===== src/rtl/regfile_pkg.sv =====
// -----------------------------------------------------------------------------
// regfile_pkg
// Shared constants and types for the clocked ARM register file.
//   DEF_DATA_W / DEF_ADDR_W / DEF_NUM_RD / DEF_PC_IDX : default geometry
//   RESET_VAL  : value every entry and every registered output takes on reset
//   pc_idx_t   : index type for the program-counter entry (default geometry)
// Optional feature macro used by the design: REGFILE_BYPASS_EN
// -----------------------------------------------------------------------------
package regfile_pkg;

  localparam int DEF_DATA_W = 32;
  localparam int DEF_ADDR_W = 4;
  localparam int DEF_NUM_RD = 3;
  localparam int DEF_PC_IDX = 15;

  // Wide enough for any practical DATA_W; users size-cast it down.
  localparam logic [63:0] RESET_VAL = 64'h0000_0000_0000_0000;

  typedef logic [DEF_ADDR_W-1:0] pc_idx_t;

endpackage


===== src/rtl/regfile_rd_port.sv =====
// -----------------------------------------------------------------------------
// regfile_rd_port
// One registered read port of the register file.
//   clk, rst          : clock, synchronous active-high reset
//   en, addr          : read enable and entry address
//   entries           : current contents of the storage array
//   wa_en/addr/data   : data write landing this cycle (already arbitrated)
//   wb_en/addr/data   : PC write landing this cycle
//   data, valid       : registered read data (held when idle), one-cycle valid
// With REGFILE_BYPASS_EN defined, a read that hits an address being written
// in the same cycle returns the new value; otherwise it returns the old one.
// -----------------------------------------------------------------------------
module regfile_rd_port
  import regfile_pkg::*;
#(
  parameter int DATA_W = DEF_DATA_W,
  parameter int ADDR_W = DEF_ADDR_W
) (
  input  logic              clk,
  input  logic              rst,
  input  logic              en,
  input  logic [ADDR_W-1:0] addr,
  input  logic [DATA_W-1:0] entries [2**ADDR_W],
  input  logic              wa_en,
  input  logic [ADDR_W-1:0] wa_addr,
  input  logic [DATA_W-1:0] wa_data,
  input  logic              wb_en,
  input  logic [ADDR_W-1:0] wb_addr,
  input  logic [DATA_W-1:0] wb_data,
  output logic [DATA_W-1:0] data,
  output logic              valid
);

  logic [DATA_W-1:0] sel_data_s;
  logic [DATA_W-1:0] data_r;
  logic              valid_r;

`ifdef REGFILE_BYPASS_EN
  // Select the value to capture, forwarding a same-cycle write when it hits.
  always_comb begin
    sel_data_s = entries[addr];
    if (wb_en && (wb_addr == addr)) begin
      sel_data_s = wb_data;
    end else if (wa_en && (wa_addr == addr)) begin
      sel_data_s = wa_data;
    end else begin
      sel_data_s = entries[addr];
    end
  end
`else
  logic unused_byp_s;
  assign unused_byp_s = ^{wa_en, wa_addr, wa_data, wb_en, wb_addr, wb_data};

  // Select the value to capture: stored (pre-write) contents only.
  always_comb begin
    sel_data_s = entries[addr];
  end
`endif

  // Output register: capture on enable, hold data otherwise, pulse valid.
  always_ff @(posedge clk) begin
    if (rst) begin
      data_r  <= DATA_W'(RESET_VAL);
      valid_r <= 1'b0;
    end else if (en) begin
      data_r  <= sel_data_s;
      valid_r <= 1'b1;
    end else begin
      valid_r <= 1'b0;
    end
  end

  assign data  = data_r;
  assign valid = valid_r;

endmodule


===== src/rtl/regfile_param.sv =====
// -----------------------------------------------------------------------------
// regfile_param
// Clocked, parametrised general-purpose register file with a dedicated
// program-counter path.
//   clk, rst     : clock, synchronous active-high reset (clears all entries)
//   rd_en        : per-port read enable                       [NUM_RD]
//   rd_addr      : packed read addresses, port i at [i*ADDR_W +: ADDR_W]
//   rd_data      : packed registered read data, port i at [i*DATA_W +: DATA_W]
//   rd_valid     : per-port one-cycle pulse when rd_data was updated
//   wr_en/addr/data : writeback data write
//   pc_rd_en, pc_rd_data : registered read of entry PC_IDX
//   pc_wr_en, pc_wr_data : write of entry PC_IDX (wins over a colliding wr_en)
// Optional feature macro: REGFILE_BYPASS_EN (same-cycle write-to-read forward).
// -----------------------------------------------------------------------------
module regfile_param
  import regfile_pkg::*;
#(
  parameter int DATA_W = DEF_DATA_W,
  parameter int ADDR_W = DEF_ADDR_W,
  parameter int NUM_RD = DEF_NUM_RD,
  parameter int PC_IDX = DEF_PC_IDX
) (
  input  logic                     clk,
  input  logic                     rst,
  input  logic [NUM_RD-1:0]        rd_en,
  input  logic [NUM_RD*ADDR_W-1:0] rd_addr,
  output logic [NUM_RD*DATA_W-1:0] rd_data,
  output logic [NUM_RD-1:0]        rd_valid,
  input  logic                     wr_en,
  input  logic [ADDR_W-1:0]        wr_addr,
  input  logic [DATA_W-1:0]        wr_data,
  input  logic                     pc_rd_en,
  output logic [DATA_W-1:0]        pc_rd_data,
  input  logic                     pc_wr_en,
  input  logic [DATA_W-1:0]        pc_wr_data
);

  localparam int              DEPTH   = 2 ** ADDR_W;
  localparam logic [ADDR_W-1:0] PC_ADDR = ADDR_W'(PC_IDX);

  logic [DATA_W-1:0] mem_r [DEPTH];
  logic              dwr_en_s;
  logic              pc_valid_unused_s;

  // A data write aimed at the PC entry is dropped when the PC is also written.
  always_comb begin
    if (pc_wr_en && (wr_addr == PC_ADDR)) begin
      dwr_en_s = 1'b0;
    end else begin
      dwr_en_s = wr_en;
    end
  end

  // Storage array: cleared on reset, otherwise takes the arbitrated writes.
  always_ff @(posedge clk) begin
    if (rst) begin
      for (int k = 0; k < DEPTH; k++) begin
        mem_r[k] <= DATA_W'(RESET_VAL);
      end
    end else begin
      if (dwr_en_s) begin
        mem_r[wr_addr] <= wr_data;
      end
      if (pc_wr_en) begin
        mem_r[PC_ADDR] <= pc_wr_data;
      end
    end
  end

  for (genvar g = 0; g < NUM_RD; g++) begin : g_rd
    regfile_rd_port #(
      .DATA_W (DATA_W),
      .ADDR_W (ADDR_W)
    ) u_port (
      .clk     (clk),
      .rst     (rst),
      .en      (rd_en[g]),
      .addr    (rd_addr[g*ADDR_W +: ADDR_W]),
      .entries (mem_r),
      .wa_en   (dwr_en_s),
      .wa_addr (wr_addr),
      .wa_data (wr_data),
      .wb_en   (pc_wr_en),
      .wb_addr (PC_ADDR),
      .wb_data (pc_wr_data),
      .data    (rd_data[g*DATA_W +: DATA_W]),
      .valid   (rd_valid[g])
    );
  end

  // Fetch-stage PC port: same read port with its address tied to the PC entry.
  regfile_rd_port #(
    .DATA_W (DATA_W),
    .ADDR_W (ADDR_W)
  ) u_pc_port (
    .clk     (clk),
    .rst     (rst),
    .en      (pc_rd_en),
    .addr    (PC_ADDR),
    .entries (mem_r),
    .wa_en   (dwr_en_s),
    .wa_addr (wr_addr),
    .wa_data (wr_data),
    .wb_en   (pc_wr_en),
    .wb_addr (PC_ADDR),
    .wb_data (pc_wr_data),
    .data    (pc_rd_data),
    .valid   (pc_valid_unused_s)
  );

endmodule


===== config.mk =====
export PLATFORM = sky130hd
export DESIGN_NAME = regfile_param
export DESIGN_NICKNAME = d
export VERILOG_FILES = /design/src/rtl/regfile_pkg.sv /design/src/rtl/regfile_rd_port.sv /design/src/rtl/regfile_param.sv
export SDC_FILE = /design/constraint.sdc
export NUM_CORES = 2
export LEC_CHECK = 0
export CAP_MARGIN = 25
export CORE_ASPECT_RATIO = 0.8
export CORE_MARGIN = 4
export CORE_UTILIZATION = 55
export CTS_CLUSTER_DIAMETER = 200
export DETAILED_ROUTE_END_ITERATION = 7
export PLACE_DENSITY = 0.75
export SLEW_MARGIN = 20
export SYNTH_ARGS = -nofsm -noshare
export SYNTH_HDL_FRONTEND = slang
export SYNTH_SLANG_ARGS = --single-unit

===== constraint.sdc =====
create_clock -name clk -period 1.45 [get_ports clk]
set_input_delay 0.145 -clock clk [delete_from_list [all_inputs] [get_ports clk]]
set_output_delay 0.145 -clock clk [all_outputs]
set_load 0.005 [all_outputs]

After elaboration in Yosys (flattened, before gate mapping). Index checks and enable logic that the tools add are counted.

Register bits after elaboration: 643. Input port bits: 88. Output and inout port bits: 131. Logic and storage cells: 54.

$lt $le $gt $ge: 5. Eq/ne operators: 1. Mux-type cells: 18. Bitwise operators: 4. Reduce and logical (&&, ||, !) cells: 3.

Operator list (count): bitwise mux 512 bit (1); binary-select mux 32 bit (select 4 bit) (3); 2-to-1 mux 32 bit (9); demux 32 bit (select 4 bit) (1); >= comparator 5 bit, second input constant (4); NOT 4 -> 5 bit (4); < comparator 5 x 1 -> 1 bit, second input constant (1); equality test 4 bit, second input constant (1); 2-to-1 mux 1 bit (4); logical AND 1 bit (2); nonzero test 2 bit (1).

Depth between registers and ports, before layout.
Word-level depth: 8. Gate-level depth with buffers: 7. Mapped depth without buffers: 4.

Cells and area by module. A second synthesis with hierarchy kept.

Cell total of the unflattened synthesis: 5183. Area, all modules: 41547.3 µm².

Modules (own cells, without submodules): regfile_rd_port (times used 4, cells an instance 683, area each 5429.0 µm², seq. area each 660.6 µm²); regfile_param (times used 1, cells an instance 2451, area each 19831.5 µm², seq. area each 10249.8 µm²).

Worst setup path before layout. No wires, ideal clock.

Path type: input to register. Start point: in rd_addr[2]. End point: reg g_rd[0].u_port.data_r[30]. Library setup time: 0.120 ns. Arrival: 1.158 ns. Required time: 1.330 ns. Slack: 0.172 ns. Stages: 7. Buffers on the path: 3. Cells stage by stage: clkbuf_1 -> buf_2 -> buf_2 -> mux2i_1 -> nand2_1 -> nand3_1 -> nand3_1.

Cells in the longest elaborated chain, start to end: 4.

RTL lines: start, declared (line regfile_param.sv:26) `input logic [NUM_RD*ADDR_W-1:0] rd_addr,`; NOT 4 -> 5 bit (implied by the code) (line regfile_rd_port.sv:56) `sel_data_s = entries[addr];`; binary-select mux 32 bit (select 4 bit) (line regfile_rd_port.sv:56); 2-to-1 mux 32 bit (implied by the code) (2 in a row) (line regfile_rd_port.sv:56); end signal, assigned (line regfile_rd_port.sv:63) `data_r <= DATA_W'(RESET_VAL);`; end signal, assigned (line regfile_rd_port.sv:66) `data_r <= sel_data_s;`; end, declared (line regfile_rd_port.sv:35) `logic [DATA_W-1:0] data_r;`.

Every way passes these cells. The select of a mux whose other input is x is not followed. A chain may end at the register's enable or synchronous reset.

Worst setup path in the final report.
Start point: reg g_rd[1].u_port.data_r[25]. End point: out rd_data[57].

RTL lines: start, declared (line regfile_rd_port.sv:35); start signal, assigned (line regfile_rd_port.sv:63); start signal, assigned (line regfile_rd_port.sv:66); end, declared (line regfile_param.sv:27) `output logic [NUM_RD*DATA_W-1:0] rd_data,`.

No word-level cell between the ends.

==> metrics <==
core box area=0.06269 mm^2; cell total after placement=5461; crit path cell chain=clkdlybuf4s15_1; Max-Cap Viols=0; via count=36.82k; depth of the most critical reg-to-reg path=4; destination of the worst register-to-register timing path=g_rd[0].u_port.data[21]; kind of capture point of the worst setup path=primary output; launch instance of the worst register-to-register path=mem_r[21]; number of placement rows=82; number of flops mapped to enable cells by yosys=0; Avg Inst Size Synth=7.716 um^2; RSZ-0062 raised after global routing=no; min cycle time layout=1.431 ns; Power Dens Cells=994.5 mW/mm^2; number of different library cells in the post-synthesis netlist=27; largest net degree at the start of global routing=157; clock latency on the worst-skew pair=0.62 ns; final estimated routing congestion in global placement=0.9511; hold violation total from the final report=0; ratio of cells with drive above 1 in the final layout=11.29%; status=finished clean; Post-layout nets=4783; VDD IR max=0.9117 mV; placed inst area=0.04097 mm^2; effective utilization at floorplan=55.51%; final standard cell count with taps included and fillers excluded=5582; Yosys reg bits=643; worst endpoint data arrival time=1.29 ns; final setup violation count=0; floorplan die area=0.06738 mm^2; leading cell type in the layout, fill and taps excluded=sky130_fd_sc_hd__nand2_1; hold path startpoint=rd_addr[2]; achievable clock frequency=0.6989 GHz; worst hold-check path type=primary input to flop; Max transition margin=45.95%; dominant cell type by area after synthesis=sky130_fd_sc_hd__dfxtp_1; leading cell types by total area after synthesis=sky130_fd_sc_hd__dfxtp_1 (37%), sky130_fd_sc_hd__mux2i_1 (23%), sky130_fd_sc_hd__nand2_1 (14%); total detailed-routing wirelength=140700 um; post-synth top area share=36.99%; worst setup slack before clock tree synthesis=-0.5745 ns; number of antenna violations at the first check in global routing=4; setup TNS=0 ns; number of sinks on the clock net=643; critical path fanouts, max=2; Fin Clk Skew=0.01310 ns; LEAKAGE=0.01750 uW; number of DRC violations after detailed routing=0; max-slew violation count=0; Root Buffer=sky130_fd_sc_hd__clkbuf_16; CP max-delay cell=sky130_fd_sc_hd__dfxtp_2; antenna-violating nets left=0; post-route worst setup slack=0.01917 ns; number of buffers created by CTS=68; I/O pin count=219; DR WL/cell=25.20 um; Synthesis Warnings=0; area added between synthesis and finish=24.11%; number of nets produced by synthesis=4598; final non-filler cell area=0.04319 mm^2; class of the most critical setup path=flop to primary output; Worst Hold Path Cells=5; Die Ht=233.0 um; TritonCTS clock tree=yes; TritonRoute pass-1 iters=6; required arrival time at the worst endpoint=1.31 ns; startpoint type of the worst setup path=flop; Buf+Inv Stages, Crit Path=1; Crit path largest cell delay=0.40 ns; iteration-0 DRC count of the detailed router=5871; detailed-placement wirelength estimate=91340 um; Reg clk slew, reported paths=0.06 ns; period utilisation layout=98.68%; maximum clock insertion buffer count=3; die width=289.2 um; number of port buffers=218; Vias per Instance=6.595; async set-or-reset flop fraction in the synthesized netlist=0%; post-synthesis instance area=0.03480 mm^2; sink of the worst hold path=g_rd[0].u_port.data[2]; top library cells by usage in the layout, fill and taps aside=sky130_fd_sc_hd__nand2_1 (1292), sky130_fd_sc_hd__mux2i_1 (800), sky130_fd_sc_hd__a21oi_1 (672), sky130_fd_sc_hd__dfxtp_1 (592), sky130_fd_sc_hd__nand3_1 (288); count of fill cells added during filler insertion=4914; total congestion overflow=0; dominant delay contributor by cell family on the critical path=flip-flops; via count of the first global-routing pass=34.30k; global-route usage over all layers=40.18%; actual slew at the worst max-slew pin=0.8107 ns; share of synthesized area occupied by flip-flops and latches=36.99%; global-route wire length before repair=209100 um; beginning of the critical path=g_rd[1].u_port.data[25]; level count of the clock H-tree=3; FF-to-FF setup slack=0.13 ns; synthesized instance count=4510; Synth Flop Type=sky130_fd_sc_hd__dfxtp_1
[logic make-up after synthesis]
logic type             Yosys count  share of synthesized area [%]
AND/OR/NAND/NOR               1701                          19.76
flip-flops                     643                          36.99
multiplexers                   800                          23.01
AO/OA/AOI/OAI                  928                          15.07
buffers and inverters          438                          5.163
[metal layers]
metal	up-vias	GRT usage (%)	part of all wire [%]
li1	15970	-	-
met2	3079	57.52	41
met4	4	22.23	6.5
met1	17050	53.85	38
met3	713	12.22	15
met5	-	0	0.015
[worst max-delay path by stage]
stage                     cells after the start  slack [ns]                      end
after floorplan                               7        0.17  g_rd[0].u_port.data[30]
after global placement                        7       -0.53               mem_r[378]
after detailed placement                      6       -0.57               mem_r[483]
after CTS                                     1       0.001              rd_data[28]
after global routing                          1      0.0004              rd_data[51]
final                                         1        0.02              rd_data[57]
[power by group]
part           total, uW  leakage [uW]  switching (uW)  internal (uW)
Sequential         18600       0.00524             508          18100
Combinational       6190        0.0112            3620           2580
Clock              18100       0.00110            7540          10600
Total              42900        0.0175           11700          31300
[layout make-up]
type	count	area, um^2	area share, %
Multi-Input combinational cell	3429	20340	47.11
Sequential cell	643	12970	30.03
Timing Repair Buffer	552	6570	15.21
Clock buffer	94	1976	4.574
Tap cell	840	1051	2.434
Clock inverter	21	270.3	0.6258
Antenna cell	2	5.005	0.01159
Inverter	1	3.754	0.008691
[cells in the mapped netlist (3+ instances only)]
| cell type | n |
|---|---|
| sky130_fd_sc_hd__and2_1 | 3 |
| sky130_fd_sc_hd__nor2_1 | 80 |
| sky130_fd_sc_hd__mux2i_1 | 800 |
| sky130_fd_sc_hd__buf_1 | 8 |
| sky130_fd_sc_hd__a21oi_1 | 672 |
| sky130_fd_sc_hd__nor2b_1 | 11 |
| sky130_fd_sc_hd__a22oi_1 | 192 |
| sky130_fd_sc_hd__clkbuf_1 | 313 |
| sky130_fd_sc_hd__a311oi_1 | 32 |
| sky130_fd_sc_hd__nand2_1 | 1293 |
| sky130_fd_sc_hd__dfxtp_1 | 643 |
| sky130_fd_sc_hd__nor3_1 | 3 |
| sky130_fd_sc_hd__nor2_2 | 3 |
| sky130_fd_sc_hd__nand3b_1 | 5 |
| sky130_fd_sc_hd__buf_2 | 113 |
| sky130_fd_sc_hd__nand3_1 | 291 |
| sky130_fd_sc_hd__buf_4 | 3 |
| sky130_fd_sc_hd__o21ai_0 | 32 |
| sky130_fd_sc_hd__or3b_2 | 3 |
[flip-flops by register name, summed over array words and instances, names as in the netlist]
signal	flops
u_pc_port.data	32
mem_r	512
g_rd.u_port.valid	3
g_rd.u_port.data	96
[metrics by stage]
step | utilization, % | hold slack [ns] | power (uW)
after global placement | 65.35 | 0.4392 | 24980
after floorplan | - | 0.2732 | 21880
after global routing | 68.89 | 0.05864 | 43830
final | 68.90 | 0.04509 | 42950
after detailed placement | 65.35 | 0.4449 | 25060
after CTS | 68.87 | 0.02750 | 42620
[repair_timing]
action	CTS	global route
endpoints found under the hold margin	9	0
setup endpoints to repair	131	89
hold buffers	3	0
buffers inserted	0	1
resized for setup	197	17
Power figures use the tool's default switching activity.
